<file path="src/rtl/mips_pkg.sv">
// Shared types and constants for the MIPS core front end.
// Latency: n/a (package).
// Backpressure: n/a (package).
package mips_pkg;

    typedef logic [31:0] word_t;

    typedef enum logic [1:0] {
        FS_IDLE,
        FS_REQ,
        FS_DROP,
        FS_FAULT
    } fetch_state_t;

    // One buffered fetch result: the word and the address it came from.
    typedef struct packed {
        word_t pc;
        word_t instr;
    } fetch_entry_t;

    localparam word_t RESET_PC_DEFAULT = 32'h0000_0000;
    localparam word_t WORD_BYTES       = 32'd4;

endpackage

</file>
<file path="src/rtl/fetch_fifo.sv">
// Small DEPTH-entry FIFO of {pc, instr} fetch results.
// Latency: push visible at head the next cycle; head is read combinationally.
// Backpressure: none internally; the caller never pushes when full or pops when empty.
//
// Ports: clk/rst (sync, active-high), push + push_entry, pop, flush (wins over
// push and pop), count (0..DEPTH), head (entry at the read pointer).
module fetch_fifo
    import mips_pkg::*;
#(
    parameter int DEPTH = 2
) (
    input  logic                     clk,
    input  logic                     rst,
    input  logic                     push,
    input  fetch_entry_t             push_entry,
    input  logic                     pop,
    input  logic                     flush,
    output logic [$clog2(DEPTH):0]   count,
    output fetch_entry_t             head
);

    localparam int AW = $clog2(DEPTH);
    localparam int CW = AW + 1;

    fetch_entry_t  r_mem [DEPTH];
    logic [AW-1:0] r_rd_ptr;
    logic [AW-1:0] r_wr_ptr;
    logic [CW-1:0] r_count;

    // DEPTH is a power of two, so pointers wrap by plain overflow.
    always_ff @(posedge clk) begin
        if (rst) begin
            for (int i = 0; i < DEPTH; i++) begin
                r_mem[i] <= '0;
            end
            r_rd_ptr <= '0;
            r_wr_ptr <= '0;
            r_count  <= '0;
        end else if (flush) begin
            r_rd_ptr <= '0;
            r_wr_ptr <= '0;
            r_count  <= '0;
        end else begin
            if (push) begin
                r_mem[r_wr_ptr] <= push_entry;
                r_wr_ptr        <= r_wr_ptr + AW'(1);
            end
            if (pop) begin
                r_rd_ptr <= r_rd_ptr + AW'(1);
            end
            if (push && !pop) begin
                r_count <= r_count + CW'(1);
            end else if (pop && !push) begin
                r_count <= r_count - CW'(1);
            end
        end
    end

    assign count = r_count;
    assign head  = r_mem[r_rd_ptr];

endmodule

</file>
<file path="src/rtl/instr_fetch.sv">
// Instruction fetch: owns the PC, issues one-at-a-time imem reads, buffers words for decode.
// Latency: imem_ack to instr_valid 1 cycle; 1 instr/cycle sustained with zero-wait memory.
// Backpressure: stops requesting when the FIFO would fill; head held stable while !instr_ready.
//
// Ports: clk, rst (sync, active-high); imem_req/imem_addr/imem_ack/imem_rdata
// memory side; redirect/redirect_pc from branch resolution; instr_valid/
// instr_ready/instr/instr_pc/pc_plus4 to decode; fetch_misalign sticky fault.
// Optional feature: define IFETCH_ALIGN_CHECK_EN to fault on misaligned redirects.
module instr_fetch
    import mips_pkg::*;
#(
    parameter logic [31:0] RESET_PC = RESET_PC_DEFAULT,
    parameter int          DEPTH    = 2
) (
    input  logic        clk,
    input  logic        rst,
    output logic        imem_req,
    output logic [31:0] imem_addr,
    input  logic        imem_ack,
    input  logic [31:0] imem_rdata,
    input  logic        redirect,
    input  logic [31:0] redirect_pc,
    output logic        instr_valid,
    input  logic        instr_ready,
    output logic [31:0] instr,
    output logic [31:0] instr_pc,
    output logic [31:0] pc_plus4,
    output logic        fetch_misalign
);

    localparam int            CW      = $clog2(DEPTH) + 1;
    localparam logic [CW-1:0] DEPTH_C = CW'(DEPTH);

    fetch_state_t  r_state;
    fetch_state_t  w_state_nxt;
    word_t         r_pc;          // next address to fetch
    word_t         w_pc_nxt;
    word_t         r_addr;        // address of the request on the bus
    logic          r_req;
    logic          w_redir;
    logic          w_push;
    logic          w_pop;
    logic          w_fault;
    word_t         w_target;
    logic [CW-1:0] w_count;
    logic [CW-1:0] w_count_nxt;
    fetch_entry_t  w_head;
    fetch_entry_t  w_push_entry;

`ifdef IFETCH_ALIGN_CHECK_EN
    logic r_misalign;
    logic w_bad_pc;

    assign w_target = redirect_pc;
    assign w_bad_pc = w_redir && (redirect_pc[1:0] != 2'b00);
    // Once set, every later landing point (drop completion) heads to the fault state.
    assign w_fault  = r_misalign || w_bad_pc;

    always_ff @(posedge clk) begin
        if (rst) begin
            r_misalign <= 1'b0;
        end else if (w_bad_pc) begin
            r_misalign <= 1'b1;
        end
    end

    assign fetch_misalign = r_misalign;
`else
    assign w_target       = redirect_pc & ~word_t'(3);
    assign w_fault        = 1'b0;
    assign fetch_misalign = 1'b0;
`endif

    // Redirects are meaningless once halted.
    assign w_redir = redirect && (r_state != FS_FAULT);
    // A redirect discards any word acked in the same cycle and blocks the pop.
    assign w_push  = (r_state == FS_REQ) && imem_ack && !w_redir;
    assign w_pop   = instr_valid && instr_ready && !w_redir;
    assign w_count_nxt = w_count + CW'(w_push) - CW'(w_pop);

    assign w_push_entry = '{pc: r_addr, instr: imem_rdata};

    fetch_fifo #(
        .DEPTH (DEPTH)
    ) u_fifo (
        .clk        (clk),
        .rst        (rst),
        .push       (w_push),
        .push_entry (w_push_entry),
        .pop        (w_pop),
        .flush      (w_redir),
        .count      (w_count),
        .head       (w_head)
    );

    always_comb begin
        w_state_nxt = r_state;
        w_pc_nxt    = r_pc;
        case (r_state)
            FS_IDLE: begin
                if (w_redir) begin
                    w_pc_nxt    = w_target;
                    w_state_nxt = w_fault ? FS_FAULT : FS_REQ;
                end else if (w_count_nxt < DEPTH_C) begin
                    w_state_nxt = FS_REQ;
                end
            end
            FS_REQ: begin
                if (w_redir) begin
                    w_pc_nxt = w_target;
                    if (!imem_ack) begin
                        w_state_nxt = FS_DROP;
                    end else begin
                        w_state_nxt = w_fault ? FS_FAULT : FS_REQ;
                    end
                end else if (imem_ack) begin
                    w_pc_nxt    = r_pc + WORD_BYTES;
                    w_state_nxt = (w_count_nxt < DEPTH_C) ? FS_REQ : FS_IDLE;
                end
            end
            FS_DROP: begin
                if (w_redir) begin
                    w_pc_nxt = w_target;
                end
                if (imem_ack) begin
                    w_state_nxt = w_fault ? FS_FAULT : FS_REQ;
                end
            end
            FS_FAULT: begin
                w_state_nxt = FS_FAULT;
            end
            default: begin
                w_state_nxt = FS_IDLE;
            end
        endcase
    end

    always_ff @(posedge clk) begin
        if (rst) begin
            r_state <= FS_IDLE;
            r_pc    <= RESET_PC;
            r_addr  <= RESET_PC;
            r_req   <= 1'b0;
        end else begin
            r_state <= w_state_nxt;
            r_pc    <= w_pc_nxt;
            r_req   <= (w_state_nxt == FS_REQ) || (w_state_nxt == FS_DROP);
            // The bus address only moves when a fresh request (or idle) follows;
            // a dropped request keeps its old address until acked.
            if ((w_state_nxt == FS_REQ) || (w_state_nxt == FS_IDLE)) begin
                r_addr <= w_pc_nxt;
            end
        end
    end

    assign imem_req    = r_req;
    assign imem_addr   = r_addr;
    assign instr_valid = (w_count != '0) && (r_state != FS_FAULT);
    assign instr       = w_head.instr;
    assign instr_pc    = w_head.pc;
    assign pc_plus4    = w_head.pc + WORD_BYTES;

endmodule

</file>
<file path="config.mk">
export PLATFORM = sky130hd
export DESIGN_NAME = instr_fetch
export DESIGN_NICKNAME = d
export VERILOG_FILES = /design/src/rtl/mips_pkg.sv /design/src/rtl/fetch_fifo.sv /design/src/rtl/instr_fetch.sv
export SDC_FILE = /design/constraint.sdc
export NUM_CORES = 1
export LEC_CHECK = 0
export ABC_CLOCK_PERIOD_IN_PS = 10700
export BUFFER_PORTS_ARGS = -buffer_cell sky130_fd_sc_hd__buf_4
export CAP_MARGIN = 0
export CORE_AREA = 2 2 140 211
export CTS_BUF_LIST = sky130_fd_sc_hd__clkbuf_4 sky130_fd_sc_hd__clkbuf_8
export DETAILED_ROUTE_END_ITERATION = 16
export DIE_AREA = 0 0 142 213
export PLACE_DENSITY = 0.55
export SLEW_MARGIN = 20
export SYNTH_ARGS = -nofsm -noshare
export SYNTH_HDL_FRONTEND = slang
export SYNTH_HIERARCHICAL = 1
export SYNTH_SLANG_ARGS = --single-unit
export TNS_END_PERCENT = 5
</file>
<file path="constraint.sdc">
create_clock -name clk -period 10.7 [get_ports clk]
set_clock_uncertainty 0.15 [all_clocks]
set_input_delay 1.07 -clock clk [delete_from_list [all_inputs] [get_ports clk]]
set_output_delay 1.07 -clock clk [all_outputs]
set_load 0.005 [all_outputs]
</file>
==> results.tsv, run 1 <==
metric	value	unit
n_fill_cell	2747	
syn_inst	870	
core_area	28400	sq um
hold_viol	0	
grt_overflow_total	0	
clk_latency	0.48	ns
slew_headroom	0.288	
grt_pass1_vias	7216	
cts_buffers	17	
grt_pass1_wl	41100	microns
drive_gt1_frac	0.309	
ios	200	
die_x	142	microns
cts_hold_buf	0	
track_usage	0.178	
drv_slew	0	
cts_tree	done	
status	complete, no violations	
cts.sinks	200	
setup-violations-final	0	
cap_violations	0	
die_h	213	microns
place_hpwl	17900	microns
worstSetupStartpointType	flop	
worstReg2RegStart	r_state[0]$_SDFF_PP0_	
vias_per_cell	5.26	
avgSynthCellArea	11.3	sq um
root_buffer	clkbuf_8	
worstRegToRegCells	6	
cts_setup_buffers	0	
r2r_end	u_fifo/r_mem[0][4]$_SDFFCE_PN0P_	
grt_max_degree	129	
num_vias	7294	
max_freq	0.203	GHz
ys_seq_area_frac	0.539	
cts.repair.resized	0	
die-area	30200	sq um
finalNetCount	1096	
start_util	0.345	
min_period	4.93	ns
async_reset_ff_frac	0	
hold_path.class	reg2reg	
syn_to_final_growth	20.4	%
ys.flop_type	edfxtp_1	
cp_max_fo	64	
syn_nets	943	
peakVddDrop	0.0723	mV
max_slew.worst_pin.slew	1.07	ns
port_buffers	196	
yosys_register_bits	200	
r2r_slack	6.74	ns
drt_pass1_iterations	5	
clkTransAtPathRegs	0.09	ns
cts.path.max_buffers	2	
p_per_area	136	nW/um^2
yosys_warnings	6	
rsz0062_at_grt	no	
fin_crit_sh	0.461	
end_kind	primary output	
drt_iter0_markers	365	
routed_wirelength	27200	microns
h-tree-depth	4	
whs_path_depth	1	
antenna_found_initial	0	
place.gp.congestion	0.852	
synth_cell_types	64	
antenna_left	0	
whs_endpoint	r_pc[1]$_SDFF_PP0_	
rows	76	
holdCritStartpoint	r_pc[1]$_SDFF_PP0_	
tns	0	ns
final_util	0.415	
worst_ep_arrival_time	3.71	ns
wl_per_cell	19.6	microns
power_leakage	5.02	nW
drc	0	
required	9.48	ns
netlist_area	9810	sq um
synth-edff-count	128	
path_class	reg2out	
how the worst max path moves through the flow:
stage	start	end	slack (ns)	cells past startpoint
2_1_floorplan	imem_ack	u_fifo/r_mem[0][0]$_SDFFCE_PN0P_	6.53	7
3_3_place_gp	flop	pc_plus4[31]	6.17	8
3_5_place_dp	flop	pc_plus4[31]	6.16	8
5_1_grt	flop	pc_plus4[31]	5.38	8
4_1_cts	flop	pc_plus4[31]	5.60	8
6_report	flop	pc_plus4[31]	5.77	8
state kept, by name, indices dropped and copies added (netlist names), named ones only:
signal           cells
r_state              2
r_pc                32
u_fifo/r_mem       128
imem_addr           32
u_fifo/count         2
u_fifo/r_rd_ptr      1
imem_req             1
u_fifo/r_wr_ptr      1
metrics by stage:
stage,area [sq um],hold WS (ns),power (mW),instances,setup WS (ns)
3_3_place_gp,11400,0.314,1.10,1355,6.17
2_1_floorplan,9810,0.308,1.00,870,6.53
5_1_grt,11800,0.352,1.67,1387,5.38
6_report,11800,0.333,1.60,1388,5.77
4_1_cts,11800,0.334,1.62,1387,5.60
3_5_place_dp,11400,0.321,1.10,1355,6.16
cell families (layout without fill, tap and decap cells):
family                     Yosys count  after routing  share of synthesized area
and+or+nand+nor                    348            348                      0.202
DFF                                200            200                      0.539
other                                1              2                   0.000382
buffers and inverters               86            252                     0.0488
adders and majority gates            4              4                    0.00510
muxes                               72             72                     0.0819
xor gates and xnor gates            53             53                     0.0473
AOI/OAI and AO/OA                  106            106                     0.0761
cells in the mapped netlist, types with 3 or more instances:
cell type / count / share of area
buf_6: 13 / 0.015
o21ai_0: 12 / 0.0061
xnor2_1: 34 / 0.030
nand3_1: 26 / 0.013
a221oi_1: 3 / 0.0027
o22a_1: 9 / 0.0080
a211oi_1: 19 / 0.015
clkbuf_2: 3 / 0.0015
and4_1: 4 / 0.0036
nand3b_1: 6 / 0.0046
nand4_1: 15 / 0.0096
dfxtp_1: 72 / 0.15
inv_1: 14 / 0.0054
edfxtp_1: 128 / 0.39
o31ai_1: 5 / 0.0038
nand2_1: 36 / 0.014
xor2_1: 19 / 0.017
and3_1: 152 / 0.097
nor2_1: 48 / 0.018
a21oi_1: 20 / 0.010
nor3_1: 20 / 0.010
mux2_2: 66 / 0.076
ha_1: 4 / 0.0051
nor4_1: 9 / 0.0057
buf_4: 11 / 0.0084
clkbuf_1: 33 / 0.013
or3_1: 5 / 0.0032
o22ai_1: 12 / 0.0077
nand2b_1: 6 / 0.0038
mux2i_1: 6 / 0.0061
buf_2: 11 / 0.0056
o32ai_1: 3 / 0.0027
report_power, final:
part	total [mW]	internal, mW	switching [mW]
Combinational	0.195	0.0918	0.103
Clock	0.516	0.249	0.267
Sequential	0.890	0.858	0.0319
Total	1.60	1.20	0.402
layout by cell type (no fill, tap or decap), types with 26 or more instances in the layout:
cell type / n
nand2_1: 36
xnor2_1: 34
edfxtp_1: 128
buf_4: 206
and3_1: 152
nor2_1: 48
dfxtp_1: 71
nand3_1: 26
mux2_2: 66
cell type report:
cell class | instances | area [sq um] | area share
sequential | 200 | 5290 | 0.448
multi-input combinational | 584 | 4060 | 0.344
timing repair buffer | 206 | 1550 | 0.131
tap | 351 | 439 | 0.0372
clock buffer | 21 | 277 | 0.0234
clock inverter | 11 | 149 | 0.0126
inverter | 14 | 52.6 | 0.00445
antenna | 1 | 2.50 | 0.000212
critical path, stage by stage (launching register included):
cell	delay, ns
dfxtp_2	0.32
buf_4	0.71
mux2_2	0.38
nand4_1	0.19
nor4_1	0.56
nand4_1	0.42
nor3_1	0.33
xor2_1	0.17
buf_4	0.13
per-layer routing:
layer	wire, microns	GRT usage	vias to the layer above
li1	-	-	3546
met1	11300	0.213	3504
met3	991	0.0260	45
met5	0	0	-
met2	14000	0.317	199
met4	873	0.0800	0
Note: power is estimated with default switching activity, not from simulation.
==> inputs of run 2 (changes only) <==
ABC_CLOCK_PERIOD_IN_PS = 4240   (was 10700)
PLACE_DENSITY = 0.57   (was 0.55)
clock period = 4.24 ns   (was 10.7 ns; I/O delays follow)
==> results.tsv, run 2 (synthesis results as in run 1) <==
metric	value	unit	change
antenna_found_initial	0		unchanged
max_slew.worst_pin.slew	1.03	ns	-0.0391 ns
clk_latency	0.47	ns	about the same
status	complete, no violations		
num_vias	7312		+0.25%
p_per_area	339	nW/um^2	+150%
cp_max_fo	22		-66%
vias_per_cell	5.24		-0.33%
ios	200		unchanged
slowest_stage	dfxtp_2		
fin_hold_ws	0.0523	ns	-0.281 ns
place_inst	1363		+0.59%
drive_gt1_frac	0.314		+0.00530
root_buffer	clkbuf_8		
slew_headroom	0.314		+0.0261
cts.sinks	200		unchanged
end_kind	primary output		
grt_pass1_vias	7170		-0.64%
port_buffers	196		unchanged
max_stage_delay	0.73	ns	+0.02 ns
cts.path.max_buffers	2		unchanged
cts_hold_buf	0		unchanged
final_util	0.418		+0.00255
start_util	0.345		unchanged
drv_slew	0		unchanged
grt_max_degree	129		unchanged
antenna_left	0		unchanged
cp_cell_sequence	buf_4 -> mux2_2 -> inv_1 -> nor4_1 -> nand4_1 -> nor3_1 -> xor2_1 -> buf_4		
fin_crit_sh	0.897		
cts.repair.resized	0		unchanged
track_usage	0.177		-0.00145
place_hpwl	18500	microns	+3.3%
die_h	213	microns	unchanged
rsz0062_at_grt	no		
crit_top_cell	buf_4		
path_delay_family	simple AND/OR/NAND/NOR gates		
rows	76		unchanged
grt_overflow_total	0		unchanged
drc	0		unchanged
cts_setup_buffers	0		unchanged
cap_violations	0		unchanged
core_area	28400	sq um	unchanged
max_freq	0.263	GHz	
finalNetCount	1104		+0.73%
swShare	0.251		about the same
required	3.67	ns	-5.81 ns
syn_to_final_growth	21.1	%	
grt_pass1_wl	40800	microns	-0.55%
tns	0	ns	unchanged
path_class	reg2out		
h-tree-depth	4		unchanged
peakVddDrop	0.167	mV	+130%
clkTransAtPathRegs	0.10	ns	about the same
setup-violations-final	0		unchanged
instances_no_fill	1396		+0.58%
die_x	142	microns	unchanged
drt_iter0_markers	445		+22%
switching_power	1.01	mW	+150%
clkPwrFrac	0.318		-0.004
wl_per_cell	19.4	microns	-1.1%
largest_register_ffs	128		unchanged
path_buf_inv	3		+1
drt_pass1_iterations	4		-1
power_leakage	5.07	nW	+0.93%
top_register	u_fifo/r_mem		
most-common-layout-cells	212 x buf_4, 152 x and3_1, 128 x edfxtp_1		
cts_buffers	17		unchanged
hold_viol	0		unchanged
worstSetupStartpointType	flop		
hold_path.class	in2reg		
place.gp.congestion	0.828		-2.8%
pwr-share-seq	0.557		about the same
mostFrequentLayoutCell	buf_4		
pwr-share-comb	0.125		+0.003
die-area	30200	sq um	unchanged
min_period	3.80	ns	
worst_ep_arrival_time	3.23	ns	-0.48 ns
cts_tree	done		
intPower	3.01	mW	+150%
n_fill_cell	2760		+0.47%
routed_wirelength	27000	microns	-0.49%
-- run 2: changes by cell type in the layout (fill, tap and decap cells not counted) --
cell | before | now
clkinv_2 | 2 | 4
buf_12 | 0 | 2
clkbuf_8 | 19 | 18
buf_4 | 206 | 212
clkinv_4 | 3 | 1
inv_6 | 0 | 1
-- run 2: final timing paths --
path                         startpoint                          endpoint  slack [ns]  depth (start not counted)
hold / removal          redirect_pc[14]               r_pc[14]$_SDFF_PP0_        0.05                          3
setup / recovery                   flop                      pc_plus4[31]        0.44                          8
hold reg to reg      r_pc[1]$_SDFF_PP0_                r_pc[1]$_SDFF_PP0_        0.34                          1
setup reg to reg  r_state[1]$_SDFF_PP0_  u_fifo/r_mem[0][5]$_SDFFCE_PN0P_        1.40                          6
-- run 2: area by class of cell --
class | instances | area, sq um | area share
sequential | 200 | 5290 | 0.445
multi-input combinational | 584 | 4060 | 0.341
timing repair buffer | 214 | 1630 | 0.137
tap | 351 | 439 | 0.0370
clock buffer | 20 | 263 | 0.0221
clock inverter | 12 | 150 | 0.0126
inverter | 14 | 52.6 | 0.00442
antenna | 1 | 2.50 | 0.000211
-- run 2: worst min-delay path, cell delays in order --
cell	delay, ns
buf_4	0.11
nand2_1	0.05
a21oi_1	0.05
-- run 2: routing by layer --
layer,up-vias,track usage,wire length [microns]
met5,-,0,0
met4,0,0.0800,821
met3,39,0.0269,990
met2,178,0.312,13900
met1,3540,0.212,11300
li1,3555,-,-
-- run 2: stage by stage --
step / total power [mW] / cell area, sq um / setup WS, ns
after floorplan: 2.53 / 9810 / 0.714
after global placement: 2.79 / 11500 / 0.968
after detailed placement: 2.79 / 11500 / 0.896
after CTS: 4.07 / 11900 / 0.356
after global routing: 4.20 / 11900 / 0.186
final: 4.02 / 11900 / 0.439
-- run 2: power groups by stage --
stage | combinational, mW | sequential (mW) | clock, mW
5_1_grt | 0.552 | 2.26 | 1.39
3_3_place_gp | 0.506 | 2.28 | 0
4_1_cts | 0.511 | 2.24 | 1.31
6_report | 0.504 | 2.24 | 1.28
2_1_floorplan | 0.269 | 2.26 | 0
3_5_place_dp | 0.508 | 2.29 | 0
==> inputs of run 3 (changes only) <==
GPL_TIMING_DRIVEN = 0   (was default)
==> results.tsv, run 3 (synthesis results as in run 1) <==
metric	value	unit	change
place_hpwl	22100	microns	+20%
rows	76		unchanged
worst_ep_arrival_time	3.27	ns	+0.04 ns
intPower	2.97	mW	-1.4%
clkTransAtPathRegs	0.12	ns	+0.02 ns
clkPwrFrac	0.318		about the same
end_kind	primary output		
pwr-share-seq	0.549		-0.008
worstSetupStartpointType	flop		
grt_pass1_wl	43900	microns	+7.4%
port_buffers	194		-1.0%
syn_to_final_growth	24.4	%	
total_power	4.08	mW	+1.4%
cp_cell_sequence	buf_2 -> buf_4 -> mux2_2 -> ha_1 -> and3_1 -> clkbuf_1 -> nand4_1 -> nor3_1 -> xor2_1 -> buf_4		
crit_top_cell	buf_4		
cp_max_fo	10		-55%
cts_tree	done		
path_class	reg2out		
cts_buffers	17		unchanged
hold_viol	0		unchanged
final_util	0.429		+0.0116
rsz0062_at_grt	no		
h-tree-depth	4		unchanged
pre_cts_slack	0.693	ns	-0.202 ns
grt_pass1_vias	7659		+6.8%
fin_hold_ws	0.0225	ns	-0.0298 ns
fin_crit_sh	0.907		+0.0107
instances_no_fill	1451		+3.9%
grt_overflow_total	0		unchanged
drv_slew	0		unchanged
place_inst	1417		+4.0%
die_x	142	microns	unchanged
finalNetCount	1159		+5.0%
peakVddDrop	0.210	mV	+26%
setup-violations-final	0		unchanged
largest_register_ffs	128		unchanged
mostFrequentLayoutCell	buf_4		
setup_slack	0.393	ns	-0.0456 ns
power_leakage	5.24	nW	+3.4%
drt_iter0_markers	498		+12%
track_usage	0.194		+0.0171
routed_wirelength	29400	microns	+8.8%
die_h	213	microns	unchanged
max_freq	0.260	GHz	-1.2%
grt_max_degree	45		-65%
final_area	12200	sq um	+2.8%
most-common-layout-cells	205 x buf_4, 152 x and3_1, 128 x edfxtp_1		
wl_per_cell	20.3	microns	+4.7%
hold_path.class	in2reg		
num_vias	7638		+4.5%
slowest_stage	dfxtp_1		
switching_power	1.11	mW	+10%
drc	0		unchanged
cts.path.max_buffers	2		unchanged
cap_violations	0		unchanged
tns	0	ns	unchanged
drive_gt1_frac	0.316		+0.00157
ios	200		unchanged
dpl_cell_area	11800	sq um	+2.7%
core_area	28400	sq um	unchanged
drt_pass1_iterations	5		+1
status	complete, no violations		
p_per_area	334	nW/um^2	-1.3%
max_stage_delay	0.32	ns	-0.41 ns
required	3.67	ns	about the same
cts.sinks	200		unchanged
clk_latency	0.51	ns	+0.04 ns
root_buffer	clkbuf_8		
pwr-share-comb	0.133		+0.008
vias_per_cell	5.26		+0.50%
start_util	0.345		unchanged
antenna_left	0		unchanged
min_period	3.85	ns	+0.0456 ns
die-area	30200	sq um	unchanged
antenna_found_initial	0		unchanged
slew_headroom	0.312		-0.00227
top_register	u_fifo/r_mem		
max_slew.worst_pin.slew	1.03	ns	-0.000390 ns
swShare	0.273		+0.0211
place.gp.congestion	0.884		+6.7%
==> run 3: what timing repair did <==
| action | CTS | global route |
|---|---|---|
| setup buffers | 0 | 0 |
| hold buffers | 1 | 0 |
| endpoints found under the hold margin | 1 | 0 |
| endpoints found under the setup margin | 0 | 1 |
| resized for setup | 0 | 1 |
==> run 3: power groups by stage <==
stage,logic (mW),registers [mW],clock network [mW]
2_1_floorplan,0.269,2.26,0
3_3_place_gp,0.535,2.29,0
3_5_place_dp,0.547,2.28,0
4_1_cts,0.550,2.24,1.33
5_1_grt,0.592,2.25,1.42
6_report,0.544,2.24,1.30
==> run 3: area by class of cell <==
cell class,count,area (sq um)
Clock inverter,15,180
Antenna cell,1,2.50
Buffer,72,427
Multi-Input combinational cell,584,4070
Fill cell,2739,16200
Tap cell,351,439
Inverter,14,52.6
Sequential cell,200,5290
Clock buffer,17,234
Timing Repair Buffer,197,1520
==> run 3: worst max-delay path, delay by kind of cell (launching register included) <==
family	cells	cell delay [ns]
xor gates and xnor gates	1	0.18
adders and majority gates	1	0.24
buffers and inverters	4	0.99
DFF	1	0.32
muxes	1	0.25
and+or+nand+nor	3	0.77
==> run 3: final timing paths <==
kind,start,end,slack [ns],cells past startpoint
setup reg to reg,r_state[0]$_SDFF_PP0_,u_fifo/r_mem[1][4]$_SDFFCE_PN0P_,0.92,8
hold reg to reg,r_pc[1]$_SDFF_PP0_,r_pc[1]$_SDFF_PP0_,0.35,1
setup / recovery,flop,pc_plus4[30],0.39,10
hold / removal,redirect_pc[12],r_pc[12]$_SDFF_PP0_,0.02,3
==> run 3: layer usage <==
| metal | global-route usage | part of all wire | vias to the layer above | wire, microns |
|---|---|---|---|---|
| met1 | 0.213 | 0.38 | 3644 | 11200 |
| met5 | 0 | 0 | - | 0 |
| met2 | 0.355 | 0.52 | 252 | 15400 |
| li1 | - | - | 3675 | - |
| met3 | 0.0359 | 0.049 | 67 | 1450 |
| met4 | 0.0966 | 0.044 | 0 | 1290 |
